`src/rtl/melody_sequencer.sv`:
```
// Plays tunes from a 16-entry note ROM. Each note is timed in prescaled ticks
// and followed by a silent gap. A second tune request can be queued one deep.
module melody_sequencer #(
   parameter int         TICK_DIV   = 120000,
   parameter logic [7:0] GAP_TICKS  = 8'd2,
   parameter logic [3:0] TUNE0_ADDR = 4'd0,
   parameter logic [3:0] TUNE1_ADDR = 4'd8
) (
   input  logic       clk12MHz,
   input  logic       reset,
   input  logic [1:0] req,
   input  logic       abort,
   output logic [7:0] midi,
   output logic       busy,
   output logic       tune,
   output logic       done,
   output logic [2:0] dbg_state
);

   localparam int PW = (TICK_DIV > 1) ? $clog2(TICK_DIV) : 1;

   typedef enum logic [2:0] {
      S_IDLE = 3'd0,
      S_LOAD = 3'd1,
      S_PLAY = 3'd2,
      S_GAP  = 3'd3,
      S_DONE = 3'd4
   } state_t;

   state_t        state_q, state_d;
   logic [PW-1:0] presc_q, presc_d;
   logic [3:0]    addr_q, addr_d;
   logic [7:0]    midi_q, midi_d;
   logic [7:0]    dcnt_q, dcnt_d;
   logic [7:0]    gcnt_q, gcnt_d;
   logic          busy_q, busy_d;
   logic          tune_q, tune_d;
   logic          pend_q, pend_d;
   logic          pend_id_q, pend_id_d;
   logic          tick;
   logic          req_sel;
   logic [15:0]   rom_q;

   // {note, dur}; dur == 0 terminates a tune, entry 15 is always a terminator.
   function automatic logic [15:0] rom_word(input logic [3:0] a);
      case (a)
         4'd0:    rom_word = {8'd74, 8'd4};
         4'd1:    rom_word = {8'd76, 8'd4};
         4'd2:    rom_word = {8'd72, 8'd4};
         4'd3:    rom_word = {8'd60, 8'd4};
         4'd4:    rom_word = {8'd67, 8'd8};
         4'd8:    rom_word = {8'd60, 8'd2};
         4'd9:    rom_word = {8'd67, 8'd2};
         4'd10:   rom_word = {8'd72, 8'd2};
         default: rom_word = 16'd0;
      endcase
   endfunction

   assign tick    = (presc_q == PW'(TICK_DIV - 1));
   assign req_sel = req[0] ? 1'b0 : 1'b1;
   assign rom_q   = rom_word(addr_q);

   always_comb begin
      state_d   = state_q;
      presc_d   = tick ? '0 : presc_q + 1'b1;
      addr_d    = addr_q;
      midi_d    = midi_q;
      dcnt_d    = dcnt_q;
      gcnt_d    = gcnt_q;
      busy_d    = busy_q;
      tune_d    = tune_q;
      pend_d    = pend_q;
      pend_id_d = pend_id_q;

      // While a tune runs, a request for the other tune replaces any pending one.
      if ((state_q == S_LOAD || state_q == S_PLAY || state_q == S_GAP) &&
          (req != 2'b00) && (req_sel != tune_q)) begin
         pend_d    = 1'b1;
         pend_id_d = req_sel;
      end

      case (state_q)
         S_IDLE: begin
            if (req != 2'b00) begin
               addr_d  = req[0] ? TUNE0_ADDR : TUNE1_ADDR;
               tune_d  = req_sel;
               busy_d  = 1'b1;
               state_d = S_LOAD;
            end
         end
         S_LOAD: begin
            if (rom_q[7:0] == 8'd0) begin
               state_d = S_DONE;
            end else begin
               midi_d  = rom_q[15:8];
               dcnt_d  = rom_q[7:0];
               presc_d = '0;
               state_d = S_PLAY;
            end
         end
         S_PLAY: begin
            if (tick) begin
               if (dcnt_q == 8'd1) begin
                  midi_d = 8'd0;
                  if (GAP_TICKS == 8'd0) begin
                     addr_d  = addr_q + 4'd1;
                     state_d = S_LOAD;
                  end else begin
                     gcnt_d  = GAP_TICKS;
                     presc_d = '0;
                     state_d = S_GAP;
                  end
               end else begin
                  dcnt_d = dcnt_q - 8'd1;
               end
            end
         end
         S_GAP: begin
            if (tick) begin
               if (gcnt_q == 8'd1) begin
                  addr_d  = addr_q + 4'd1;
                  state_d = S_LOAD;
               end else begin
                  gcnt_d = gcnt_q - 8'd1;
               end
            end
         end
         S_DONE: begin
            midi_d = 8'd0;
            if (pend_q) begin
               addr_d  = pend_id_q ? TUNE1_ADDR : TUNE0_ADDR;
               tune_d  = pend_id_q;
               pend_d  = 1'b0;
               state_d = S_LOAD;
            end else begin
               busy_d  = 1'b0;
               state_d = S_IDLE;
            end
         end
         default: state_d = S_IDLE;
      endcase

      if (abort) begin
         state_d = S_IDLE;
         midi_d  = 8'd0;
         busy_d  = 1'b0;
         pend_d  = 1'b0;
      end
   end

   always_ff @(posedge clk12MHz or posedge reset) begin
      if (reset) begin
         state_q   <= S_IDLE;
         presc_q   <= '0;
         addr_q    <= 4'd0;
         midi_q    <= 8'd0;
         dcnt_q    <= 8'd0;
         gcnt_q    <= 8'd0;
         busy_q    <= 1'b0;
         tune_q    <= 1'b0;
         pend_q    <= 1'b0;
         pend_id_q <= 1'b0;
      end else begin
         state_q   <= state_d;
         presc_q   <= presc_d;
         addr_q    <= addr_d;
         midi_q    <= midi_d;
         dcnt_q    <= dcnt_d;
         gcnt_q    <= gcnt_d;
         busy_q    <= busy_d;
         tune_q    <= tune_d;
         pend_q    <= pend_d;
         pend_id_q <= pend_id_d;
      end
   end

   assign midi      = midi_q;
   assign busy      = busy_q;
   assign tune      = tune_q;
   assign done      = (state_q == S_DONE);
   assign dbg_state = state_q;

endmodule

```
`config.mk`:
```
export PLATFORM = sky130hd
export DESIGN_NAME = melody_sequencer
export DESIGN_NICKNAME = d
export VERILOG_FILES = /design/src/rtl/melody_sequencer.sv
export SDC_FILE = /design/constraint.sdc
export NUM_CORES = 1
export LEC_CHECK = 0
export BUFFER_PORTS_ARGS = -buffer_cell sky130_fd_sc_hd__buf_2
export CORE_AREA = 5 5 97 90
export CTS_BUF_LIST = sky130_fd_sc_hd__clkbuf_8 sky130_fd_sc_hd__clkbuf_16
export CTS_CLUSTER_DIAMETER = 30
export DETAILED_ROUTE_END_ITERATION = 6
export DIE_AREA = 0 0 102 95
export PLACE_DENSITY = 0.59
export SLEW_MARGIN = 25
export SYNTH_ARGS = -nofsm -noshare
export SYNTH_HDL_FRONTEND = slang
export SYNTH_SLANG_ARGS = --single-unit
export TNS_END_PERCENT = 10
```
`constraint.sdc`:
```
create_clock -name clk12MHz -period 2.96 [get_ports clk12MHz]
set_input_delay 0.592 -clock clk12MHz [delete_from_list [all_inputs] [get_ports clk12MHz]]
set_output_delay 0.592 -clock clk12MHz [all_outputs]
set_load 0.02 [all_outputs]
```
-- After elaboration in Yosys (flattened, before gate mapping)
Memories as Yosys holds them, arrays and structs flattened.
Index checks and enable logic that the tools add are counted.
- reductions and logical operators: 20
- eq/ne operators: 24
- muxes and demuxes: 47
- $add $sub $neg: 4
- operators with widths (operator ; count):
    $mux 8 ; 11
    $mux 17 ; 4
    $pmux 17 s2 ; 1
    $pmux 8 s2 ; 2
    $mux 4 ; 6
    $pmux 8 s3 ; 1
    $mux 3 ; 7
    $add 17x1->17 const B ; 1
    $eq 17x17->1 const B ; 1
    $eq 8x1->1 const B ; 2
    $sub 8x1->8 const B ; 2
    $ne 3x3->1 const B ; 5
    $pmux 3 s5 ; 1
    $reduce_and 5->1 ; 3
    $ne 2x2->1 const B ; 6
    $pmux 4 s3 ; 1
    $mux 1 ; 11
    $logic_not 8->1 ; 1
    $reduce_and 4->1 ; 2
    $reduce_bool 2->1 ; 4
    $eq 3x2->1 const B ; 2
    $ne 2x1->1 const B ; 3
    $ne 3x2->1 const B ; 2
    $reduce_and 3->1 ; 2
    10 further kinds ; 14
- bits in read-only memories: 160
- register bits after elaboration: 52
- bits of input ports: 5
- logic and storage cells: 106
- memories: 1
- output and inout bits: 14
- memories (name ; words ; bits a word ; read ports ; clocked after memory_dff ; wr ports ; line ; source):
    (name not given) ; 16 ; 10 ; 1 ; 0 ; 0 ; 46 ; case (a)

-- Depth between registers and ports, before layout
Gate-level depths: netlist of run 1.
- word-level depth: 9
- depth in mapped cells: 10
- depth with buffers taken out: 8

-- Least setup slack after synthesis of run 1
OpenSTA, ideal clock, no wires.
- path kind: reg-to-reg
- from: register addr_q[0]
- to: register midi_q[0] (netlist: midi[0])
- setup time: 0.125 ns
- slack: 0.776 ns
- buffers on the path: 0
- stages on the path, launching flop included: 8
- period minus slack after synthesis: 2.184 ns
- arrival time: 2.059 ns
- path through: dfrtp_1 -> inv_1 -> ha_1 -> or3b_1 -> nand3b_1 -> a21oi_1 -> a311oi_4 -> mux2_2
- cells in the longest elaborated chain, start to end: 4
- elaborated cells on any way between the ends: 7
- classes of those cells: eq/ne: 1; mux: 3; reduce/logical: 2; memory: 1
- RTL lines (element ; line ; source):
    start: declaration ; 32 ; logic [3:0] addr_q, addr_d;
    start signal: assignment ; 166 ; addr_q <= addr_d;
    $mem_v2 16x10 (*) ; n/a ;
    $logic_not 8->1 / $mux 8 (equally long branches) ; 92 ; if (rom_q[7:0] == 8'd0) begin
    $ne 3x3->1 (no line) / $pmux 8 s3 (equally long branches) ; n/a ;
    $reduce_and 4->1 (no line) / $mux 8 (equally long branches) ; n/a ;
    end signal: assignment ; 167 ; midi_q <= midi_d;
    end: declaration ; 33 ; logic [7:0] midi_q, midi_d;
Every way passes the cells marked *; elsewhere a longest branch is shown, timed or not. The select of a mux whose other input is x is not followed.
A chain may end at the register's enable or synchronous reset.

-- Final worst setup path of run 1
Same ends and word-level chain as after synthesis.

==> results of run 1 <==
-- metal layers --
metal | wire length [um] | track usage | up-vias
li1 | - | - | 1169
met1 | 2990 | 0.185 | 1116
met2 | 2840 | 0.205 | 31
met3 | 200 | 0.0288 | 8
met4 | 60 | 0.0372 | 0
met5 | 0 | 0 | -
-- cells in the final DEF (no fill, tap or decap), types with 2 or more instances in the layout --
cell and n:
a211oi_1 5, a21oi_1 22, a22o_1 2, and2_1 2
and3_1 9, buf_2 17, buf_4 2, clkbuf_8 6
dfrtp_1 50, ha_1 11, inv_1 14, mux2_2 6
mux2i_1 4, nand2_1 22, nand2b_1 10, nand3_1 6
nand3b_1 2, nand4_1 4, nand4b_1 3, nor2_1 38
nor2b_1 2, nor3_1 10, nor3b_1 3, nor4_2 2
o21ai_0 22, o21bai_1 2, o31ai_1 5, o32a_1 2
or2_2 3, or3_1 8, or3b_1 2, or4_1 3
xnor2_1 7, xor2_1 6
-- through the flow --
step	instances	util	worst slack, ns	power, mW	hold WS (ns)
6_report	434	0.413	0.529	2.28	0.450
2_1_floorplan	324	-	0.776	1.68	0.446
4_1_cts	434	0.413	0.525	2.31	0.473
3_3_place_gp	426	0.401	0.592	1.88	0.473
5_1_grt	434	0.413	0.404	2.45	0.507
3_5_place_dp	426	0.401	0.535	1.89	0.471
-- cells by family after synthesis --
group	Yosys count
adder cells (fa/ha/maj)	11
buffers and inverters	30
other	1
AO/OA/AOI/OAI	74
flip-flops	50
XOR/XNOR	13
AND/OR/NAND/NOR	135
multiplexers	10
-- sequential cells by signal, indices dropped and copies added, names as in the netlist --
name,cells
addr_q,4
busy,1
dbg_state,3
dcnt_q,8
gcnt_q,8
midi,6
pend_id_q,1
pend_q,1
presc_q,17
tune,1
-- layout make-up --
| type | instances | area (sq um) |
|---|---|---|
| timing repair buffer | 19 | 100 |
| clock buffer | 6 | 82.6 |
| inverter | 14 | 52.6 |
| tap | 99 | 124 |
| clock inverter | 2 | 8.76 |
| fill | 761 | 4530 |
| sequential | 50 | 1250 |
| multi-input combinational | 244 | 1570 |
-- power by group through the flow --
stage	clock [mW]	combinational [mW]	sequential (mW)
global route	0.456	0.972	1.03
CTS	0.432	0.876	1.00
finish	0.414	0.863	0.998
global placement	0	0.870	1.01
floorplan	0	0.676	1.01
detailed placement	0	0.873	1.01
-- critical path: stages, from the launching register on --
cell	delay [ns]
dfrtp_1	0.42
inv_1	0.12
ha_1	0.26
or3b_1	0.44
nand3b_1	0.10
a21oi_1	0.09
a311oi_4	0.48
mux2_2	0.40
-- how the worst min path moves through the flow --
stage | from | cells after the start | end | slack [ns]
3_3_place_gp | presc_q[0] | 1 | presc_q[0] | 0.47
6_report | reset | 3 | presc_q[12] | 0.45
3_5_place_dp | gcnt_q[7] | 1 | gcnt_q[7] | 0.47
4_1_cts | reset | 3 | pend_q | 0.47
5_1_grt | presc_q[0] | 1 | presc_q[0] | 0.51
2_1_floorplan | gcnt_q[7] | 1 | gcnt_q[7] | 0.45
==> reports/qor.csv, run 1 <==
stage,metric,value,unit
run_status,outcome,completed,
synth,synth_warnings,0,
synth,yosys.area.top_type_share,0.424,
placed_design,hpwl,4.33,mm
pwr,p_sw,909,uW
placed_design,dpl_cell_area,0.00310,sq mm
synth,synth_common_cells,"dfrtp_1, nor2_1, a21oi_1, nand2_1, o21ai_0",
synth,ys_ff_latch,50,
placed_design,port_buffers,17,
critical_path,rrSetupSlack,0.53,ns
pwr,comb_power_share,0.379,
pwr,p_leak,1.43,nW
pwr,powerDensity,714,mW/mm^2
synth,yosysMostFrequentCell,dfrtp_1,
critical_path,critPathKind,reg2reg,
synth,syn_area,0.00295,sq mm
layout,drive_gt1_frac,0.125,
synth,synthXorXnorAreaFrac,0.0386,
synth,ys_seq_area_frac,0.424,
layout,antenna_cells,0,
routing,vias,2324,
routing,drtPass1Iterations,4,
die,top_level_ports,19,
grt,antenna_found_initial,0,
critical_path,crit_start,addr_q[0],
critical_path,timing.rr.end,midi[0],
pwr,p_seq_frac,0.439,
pwr,swShare,0.399,
sta,slew_headroom,0.483,
critical_path,critPathArrivalTime,2.63,ns
synth,async_reset_ff_frac,1.00,
sta,final_hold_viol_count,0,
grt,grt_max_degree,51,
synth,synth_top_area_cell,dfrtp_1,
synth,yosys.area_share.simple,0.245,
sta,slew_violations,0,
critical_path,crit_end,midi[0],
routing,ant_nets,0,
routing,drc,0,
grt,grt_first_pass_wirelength,10.3,mm
synth,synth_cell_types,56,
critical_path,r2r.worst_path.cells,7,
die,die_y,95,um
die,rows,31,
routing,drtIter0Drc,89,
clock_tree,post_cts_buffers,0,
clock_tree,cts_tree,done,
pwr,clockPowerShare,0.182,
synth,synth.area.top_cells,"dfrtp_1, nor2_1, ha_1",
layout,nNetsFinal,350,
grt,first_global_vias,2103,
critical_path,cp.required,3.16,ns
die,die_w,102,um
clock_tree,clkTransAtPathRegs,0.09,ns
sta,setup_viol,0,
grt,grt-ovfl-total,0,
critical_path,cp-end-kind,register,
sta,min_period,2.43,ns
pwr,irDropWorstVdd,0.278,mV
hold_path,min_path_type,in2async,
synth,syn_inst,324,
clock_tree,cts_htree_levels,2,
routing,wl,6.09,mm
grt,grt_use_total,0.132,
synth,synth_fa_ha_area_frac,0.0466,
synth,synth_compound_area_frac,0.164,
synth,syn_avg_cell_area,9.11,sq um
routing,wire_per_inst,14.0,um
die,start_util,0.382,
placed_design,gp_congestion,0.774,
synth,synth.area.mux_share,0.0365,
clock_tree,ctsHoldBuffers,0,
sta,fin_skew,0.00758,ns
routing,routed_via_density,5.35,
clock_tree,cts_inserted_buffers,5,
sta,fmax,411,MHz
critical_path,crit_fanout,6,
die,core,0.00772,sq mm
critical_path,r2r_start,addr_q[0],
clock_tree,worst_skew_pair.late_latency,0.31,ns
layout,stdcell_area,0.00319,sq mm
sta,setup_tns,0,ns
sta,min_period_over_period,0.821,
layout,syn2layout_area_growth,8.05,%
run,drv_cap,0,
critical_path,start_kind,register,
clock_tree,cts_root_buffer,clkbuf_8,
clock_tree,clock_path_buffers,2,
sta,rsz0062_at_grt,no,
synth,synth-main-ff-cell,dfrtp_1,
synth,syn-num-nets,340,
sta,worst_slew_pin_slew,0.772,ns
die,die-area,0.00969,sq mm
synth,synth-edff-count,0,
pwr,internal_power,1.37,mW
synth,synth_top_family_by_area,simple AND/OR/NAND/NOR gates,
clock_tree,postCtsResizedCells,0,
clock_tree,cts.sinks,50,
Power figures use the tool's default switching activity.
==> run 2, diff against run 1 <==
- PLACE_DENSITY: 0.59 -> 0.61
- clock period: 2.96 -> 2 ns (I/O delays scaled with it)
==> run 2 against run 1 <==
Compared with the run above:
- the run now ends with setup timing left
- sequential share of layout area shrank 6.7 points
- via count up 9.4%
- worst setup slack worse by 0.55 ns
- clock power up 77%
- routed wire length rose by 14%
- total power up 80%
- largest cell class unchanged
- final area grew 21%
- global-route usage is 1.4 points higher
==> reports/qor.csv, run 2 (synthesis gave the netlist of run 1 again) <==
stage,metric,value,unit,change
sta,min_period,2.02,ns,-0.415 ns
critical_path,critical_path_buf_inv_count,1,,unchanged
run,drv_cap,0,,unchanged
clock_tree,clkTransAtPathRegs,0.10,ns,about the same
layout,nNetsFinal,406,,+16%
critical_path,critPathSlowestCell,or4_4,,
sta,holdWs,0.103,ns,-0.347 ns
run_status,violations,setup timing,,
critical_path,critPathArrivalTime,2.25,ns,-0.38 ns
grt,gr-usage-met1,0.198,,+0.0123
pwr,clockPowerShare,0.179,,-0.003
critical_path,cp.required,2.24,ns,-0.92 ns
die,core,0.00772,sq mm,unchanged
sta,fin_skew,0.0104,ns,+0.00283 ns
critical_path,cp-end-kind,register,,
grt,use_met3,0.0244,,-0.00443
critical_path,critPathKind,reg2reg,,
grt,busiest_layer,met2,,
layout,antenna_cells,0,,unchanged
critical_path,timing.rr.end,dcnt_q[6],,
layout,final_cell_mix,"buf_4, dfrtp_1, nor2_1, nand2_1, buf_2",,
routing,drc,0,,unchanged
sta,setup_tns,-0.0989,ns,-0.0989 ns
clock_tree,cts.sinks,50,,unchanged
critical_path,start_kind,register,,
critical_path,rrSetupSlack,-0.02,ns,-0.55 ns
critical_path,crit_fanout,8,,+2
hold_path,min_path_type,in2async,,
routing,drtIter0Drc,72,,-19%
run_status,outcome,finished with violations,,
die,top_level_ports,19,,unchanged
die,start_util,0.382,,unchanged
layout,regArea,0.00125,sq mm,about the same
pwr,irDropWorstVdd,0.588,mV,+110%
die,die-area,0.00969,sq mm,unchanged
grt,use_met2,0.240,,+0.0352
clock_tree,cts_htree_levels,2,,unchanged
routing,ant_nets,0,,unchanged
layout,top_regs,"presc_q x17, dcnt_q x8, gcnt_q x8",,
routing,drtPass1Iterations,4,,unchanged
pwr,swShare,0.380,,-0.0188
sta,final_hold_viol_count,0,,unchanged
sta,slew_headroom,0.582,,+0.0986
sta,slew_violations,0,,unchanged
routing,routed_via_density,5.19,,-3.1%
sta,setup_viol,8,,+8
grt,grt_first_pass_wirelength,11.4,mm,+11%
sta,fin_ws,-0.0161,ns,-0.545 ns
clock_tree,cts_inserted_buffers,5,,unchanged
sta,worst_slew_pin_slew,0.625,ns,-0.147 ns
layout,regMostFlops,presc_q,,
critical_path,cp_num_cells,8,,+1
grt,antenna_found_initial,0,,unchanged
grt,grt-ovfl-total,0,,unchanged
placed_design,gp_congestion,0.833,,+7.7%
routing,wire_per_inst,14.2,um,+1.3%
layout,final_common_cell,buf_4,,
clock_tree,cts_root_buffer,clkbuf_8,,
die,rows,31,,unchanged
grt,grt_max_degree,29,,-43%
pwr,p_sw,1.56,mW,+71%
placed_design,port_buffers,17,,unchanged
pwr,powerDensity,1060,mW/mm^2,+49%
critical_path,r2r.worst_path.cells,8,,+1
grt,grt_use_total,0.146,,+0.0139
layout,largest_reg_flops,17,,unchanged
routing,vias,2543,,+9.4%
layout,fillerInstances,705,,-7.4%
pwr,internal_power,2.53,mW,+85%
layout,drive_gt1_frac,0.348,,+0.222
routing,wl,6.97,mm,+14%
clock_tree,clock_path_buffers,2,,unchanged
sta,min_period_over_period,1.01,,+0.187
layout,syn2layout_area_growth,30.6,%,
layout,multi_input_area,0.00177,sq mm,+12%
critical_path,max_stage_delay,0.53,ns,+0.05 ns
placed_design,hpwl,4.82,mm,+11%
sta,fmax,496,MHz,+21%
pwr,p_seq_frac,0.338,,-0.101
pwr,comb_power_share,0.483,,+0.104
critical_path,r2r_start,addr_q[1],,
critical_path,cp_top_family,simple AND/OR/NAND/NOR gates,,
die,die_w,102,um,unchanged
critical_path,worstPathCellList,ha_2 -> inv_2 -> ha_4 -> nand2b_4 -> and4b_2 -> a21oi_4 -> or4_4 -> a21oi_2,,
clock_tree,worst_skew_pair.late_latency,0.31,ns,about the same
clock_tree,cts_tree,done,,
pwr,p_leak,1.76,nW,+23%
grt,first_global_vias,2496,,+19%
die,die_y,95,um,unchanged
sta,rsz0062_at_grt,yes,,
==> run 2: cell types whose count changed in the layout (fill, tap and decap cells not counted), moves of 5 or more <==
cell | before | now
buf_4 | 2 | 53
nor2_1 | 38 | 29
nor2_2 | 0 | 8
a21oi_1 | 22 | 15
a21oi_2 | 1 | 7
mux2_2 | 6 | 0
mux2_4 | 0 | 6
o21ai_0 | 22 | 16
ha_1 | 11 | 6
inv_1 | 14 | 9
o21ai_1 | 0 | 5
==> run 2: power groups by stage <==
| stage | Combinational, mW | Sequential (mW) | Clock, mW |
|---|---|---|---|
| after floorplan | 1.05 | 1.49 | 0 |
| after global placement | 1.70 | 1.39 | 0 |
| after detailed placement | 1.73 | 1.40 | 0 |
| after CTS | 1.87 | 1.38 | 0.757 |
| after global routing | 2.16 | 1.42 | 0.797 |
| final | 1.97 | 1.38 | 0.732 |
==> run 2: worst max path at each step <==
stage                endpoint         start  slack, ns
floorplan             midi[0]  dbg_state[2]      -0.08
global placement      midi[3]     addr_q[0]     -0.008
detailed placement    midi[0]     addr_q[0]      -0.07
CTS                   midi[0]     addr_q[0]      -0.06
global route        dcnt_q[6]     addr_q[1]      -0.09
finish              dcnt_q[6]     addr_q[1]      -0.02
==> run 2: through the flow <==
| stage | setup WS, ns | area [sq um] | util | cells | total power [mW] |
|---|---|---|---|---|---|
| after floorplan | -0.0790 | 3000 | - | 324 | 2.54 |
| after global placement | -0.00770 | 3480 | 0.450 | 470 | 3.09 |
| after detailed placement | -0.0694 | 3480 | 0.450 | 470 | 3.12 |
| after CTS | -0.0588 | 3680 | 0.477 | 484 | 4.01 |
| after global routing | -0.0870 | 3850 | 0.499 | 490 | 4.38 |
| final | -0.0161 | 3850 | 0.499 | 490 | 4.09 |
==> run 2: final cells by class <==
type,count,share of cell area
timing repair buffer,75,0.142
inverter,14,0.0136
tap,99,0.0321
clock buffer,5,0.0179
multi-input combinational,244,0.458
clock inverter,3,0.0114
sequential,50,0.325
==> run 2: repair_timing <==
action / 4_1_cts / 5_1_grt
setup endpoints to repair: 27 / 40
gates resized for setup: 12 / 40
hold buffers: 0 / 0
setup buffers: 6 / 7
pin swaps: 6 / 17
==> run 2: routing by layer <==
metal | up-vias | share of wire
li1 | 1278 | -
met1 | 1228 | 0.48
met2 | 28 | 0.48
met3 | 9 | 0.029
met4 | 0 | 0.010
met5 | - | 0
==> run 2: worst register-to-register path, cell delays in order (launching register included) <==
cell      delay (ns)
dfrtp_1         0.42
ha_2            0.21
inv_2           0.06
ha_4            0.13
nand2b_4        0.13
and4b_2         0.28
a21oi_4         0.07
or4_4           0.53
a21oi_2         0.12
==> run 3, diff against run 2 <==
- ABC_AREA: not set -> 1
- CORE_AREA: 5 5 97 90 -> 5 5 99 92
- DIE_AREA: 0 0 102 95 -> 0 0 104 97
- PLACE_DENSITY: 0.61 -> 0.6
- REMOVE_ABC_BUFFERS: not set -> 1
==> run 3 against run 2 <==
Compared with the run above:
- the run now ends clean
- die area rose by 4.1%
- hold slack got worse by 0.046 ns
- sequential share of layout area rose by 4.0 points
- utilization fell by 6.5 points
- synthesized cell count rose by 28%
- register-to-register slack improved by 0.18 ns
- routed wire length fell by 5.0%
- sequential power rose by 9%
- largest power group unchanged
- first-iteration DRC count rose by 42%
- final area fell by 11%
- final cell count rose by 9.6%
==> reports/qor.csv, run 3 <==
stage,metric,value,unit,change
die,die-area,0.0101,sq mm,+4.1%
die,start_util,0.391,,+0.00818
layout,nNetsFinal,453,,+12%
synth,yosysMostFrequentCell,nand2_1,,
clock_tree,cts_tree,done,,
die,die_w,104,um,+2.0%
placed_design,gp_congestion,0.817,,-2.0%
grt,grt_use_total,0.137,,-0.00916
run,drv_cap,0,,unchanged
pwr,irDropWorstVdd,0.740,mV,+26%
critical_path,cp.required,1.60,ns,-0.64 ns
synth,synth_warnings,0,,unchanged
clock_tree,cts.sinks,50,,unchanged
critical_path,critPathSlowestCell,dfrtp_1,,
grt,grt-ovfl-total,0,,unchanged
clock_tree,clock_path_buffers,2,,unchanged
synth,syn_inst,414,,+28%
synth,ys_seq_area_frac,0.405,,-0.0191
sta,final_hold_viol_count,0,,unchanged
synth,synth_common_cells,"nand2_1, nor2_1, dfrtp_1",,
routing,drc,0,,unchanged
critical_path,worstPathCellList,nor2_2 -> nand2_1 -> inv_2 -> buf_2,,
clock_tree,worst_skew_pair.late_latency,0.31,ns,about the same
clock_tree,post_cts_buffers,0,,-6
layout,final_common_cell,nand2_1,,
layout,regMostFlops,presc_q,,
run_status,outcome,completed,,
die,top_level_ports,19,,unchanged
layout,largest_reg_flops,17,,unchanged
placed_design,port_buffers,17,,unchanged
critical_path,rrSetupSlack,0.16,ns,+0.18 ns
placed_design,place_inst,529,,+13%
sta,slew_headroom,0.658,,+0.0760
sta,rsz0062_at_grt,no,,
synth,synth.area.top_cells,"dfrtp_1, nand2_1, nor2_1",,
sta,setup_tns,0,ns,+0.0989 ns
clock_tree,cts_root_buffer,clkbuf_8,,
sta,worst_slew_pin_slew,0.510,ns,-0.115 ns
routing,vias,2614,,+2.8%
routing,routed_via_density,4.87,,-6.2%
synth,async_reset_ff_frac,1.00,,unchanged
clock_tree,ctsHoldBuffers,0,,unchanged
synth,yosys.area.top_type_share,0.405,,-0.0191
sta,fin_skew,0.00582,ns,-0.00458 ns
critical_path,crit_fanout,6,,-2
die,rows,31,,unchanged
critical_path,critical_path_buf_inv_count,2,,+1
critical_path,cp_top_family,flip-flops,,
layout,instances_no_fill,537,,+9.6%
grt,grt_max_degree,36,,+24%
sta,setup_viol,0,,-8
pwr,powerDensity,1220,mW/mm^2,+15%
layout,antenna_cells,0,,unchanged
routing,drtPass1Iterations,4,,unchanged
synth,synth-edff-count,0,,unchanged
layout,final_cell_mix,"nand2_1, nor2_1, dfrtp_1, inv_1, nand3_1",,
routing,ant_nets,0,,unchanged
routing,wire_per_inst,12.3,um,-13%
clock_tree,cts_inserted_buffers,5,,unchanged
sta,min_period_over_period,0.930,,-0.0777
clock_tree,clkTransAtPathRegs,0.10,ns,about the same
grt,first_global_vias,2557,,+2.4%
grt,antenna_found_initial,0,,unchanged
critical_path,r2r_start,addr_q[0],,
critical_path,critPathKind,reg2out,,
placed_design,hpwl,4.98,mm,+3.4%
clock_tree,cts_htree_levels,2,,unchanged
critical_path,critPathArrivalTime,1.46,ns,-0.79 ns
sta,min_period,1.86,ns,-0.155 ns
critical_path,cp-end-kind,primary output,,
grt,grt_first_pass_wirelength,11.7,mm,+2.5%
layout,top_regs,"presc_q x17, dcnt_q x8, gcnt_q x8",,
pwr,p_leak,1.77,nW,+0.70%
critical_path,timing.rr.end,dcnt_q[2],,
synth,synth_cell_types,37,,-34%
die,die_y,97,um,+2.1%
sta,fmax,537,MHz,+8.4%
hold_path,min_path_type,in2async,,
die,core,0.00791,sq mm,+2.5%
layout,drive_gt1_frac,0.155,,-0.193
critical_path,start_kind,register,,
critical_path,r2r.worst_path.cells,11,,+3
synth,synth-main-ff-cell,dfrtp_1,,
synth,ys_ff_latch,50,,unchanged
synth,syn_area,0.00309,sq mm,+4.7%
synth,synth_top_area_cell,dfrtp_1,,
sta,slew_violations,0,,unchanged
critical_path,max_stage_delay,0.48,ns,-0.05 ns
synth,syn_avg_cell_area,7.46,sq um,-18%
layout,syn2layout_area_growth,11.2,%,
routing,drtIter0Drc,102,,+42%
routing,wl,6.62,mm,-5.0%
run 3: changes by cell type after synthesis, moves of 10 or more:
cell	previous run	this run
nand2_1	22	104
inv_1	14	38
nor2_1	38	58
nand3_1	6	23
o21ai_1	0	12
inv_2	0	11
nand2_2	0	11
nand2b_1	10	0
run 3: cell type report:
type                       count  area, sq um
clock inverter                 3         47.5
inverter                      49          184
timing repair buffer          21          128
fill                         811         4480
tap                           99          124
clock buffer                   5         68.8
multi-input combinational    310         1630
sequential                    50         1250
run 3: worst max-delay path by stage:
stage                     cells past startpoint         start        end  slack (ns)
after floorplan                               7  dbg_state[0]  addr_q[3]        0.36
after global placement                       11     addr_q[0]  dcnt_q[5]        0.19
after detailed placement                     11     addr_q[0]  dcnt_q[2]        0.15
after CTS                                     4  dbg_state[0]       done        0.11
after global routing                         11     addr_q[0]  dcnt_q[2]       0.003
final                                         4  dbg_state[0]       done        0.14
run 3: stage by stage:
stage	power [mW]	worst slack, ns	hold WS [ns]	util	instance area, sq um
finish	4.19	0.139	0.0566	0.434	3440
global route	4.60	0.00349	0.0772	0.434	3440
CTS	4.24	0.111	0.0530	0.433	3430
detailed placement	3.47	0.152	0.401	0.418	3310
global placement	3.43	0.187	0.400	0.418	3310
floorplan	2.98	0.364	0.432	-	3060
run 3: worst reg2reg max path: stages, from the launching register on:
cell	delay, ns
dfrtp_2	0.46
ha_1	0.24
inv_1	0.06
ha_1	0.16
nand2_1	0.07
nand3_2	0.13
nor2_1	0.06
a21oi_2	0.12
nand2_2	0.16
inv_2	0.16
nand2_1	0.07
o21ai_1	0.08
run 3: kinds of logic (layout without fill, tap and decap cells):
logic type,Yosys count,count (layout),share of synthesized area
simple gates,228,228,0.332
fa+ha+maj,11,11,0.0445
other cells,1,1,0.00121
flops,50,50,0.405
xor+xnor,15,15,0.0425
buf+inv,54,78,0.0700
compound gates,55,55,0.104
run 3: report_power, final:
group	internal, mW	leakage, nW	switching, mW
sequential	1.27	0.672	0.243
combinational	0.678	1.04	1.26
clock	0.382	0.0591	0.359
run 3: what timing repair did:
action | CTS | global route
gates resized for setup | 0 | 3
setup endpoints to repair | 0 | 10
endpoints found under the hold margin | 0 | 0
run 3: metal layers:
layer | vias up | track usage | part of all wire
li1 | 1377 | - | -
met1 | 1201 | 0.195 | 0.51
met2 | 28 | 0.209 | 0.44
met3 | 8 | 0.0280 | 0.031
met4 | 0 | 0.0388 | 0.012
met5 | - | 0 | 0
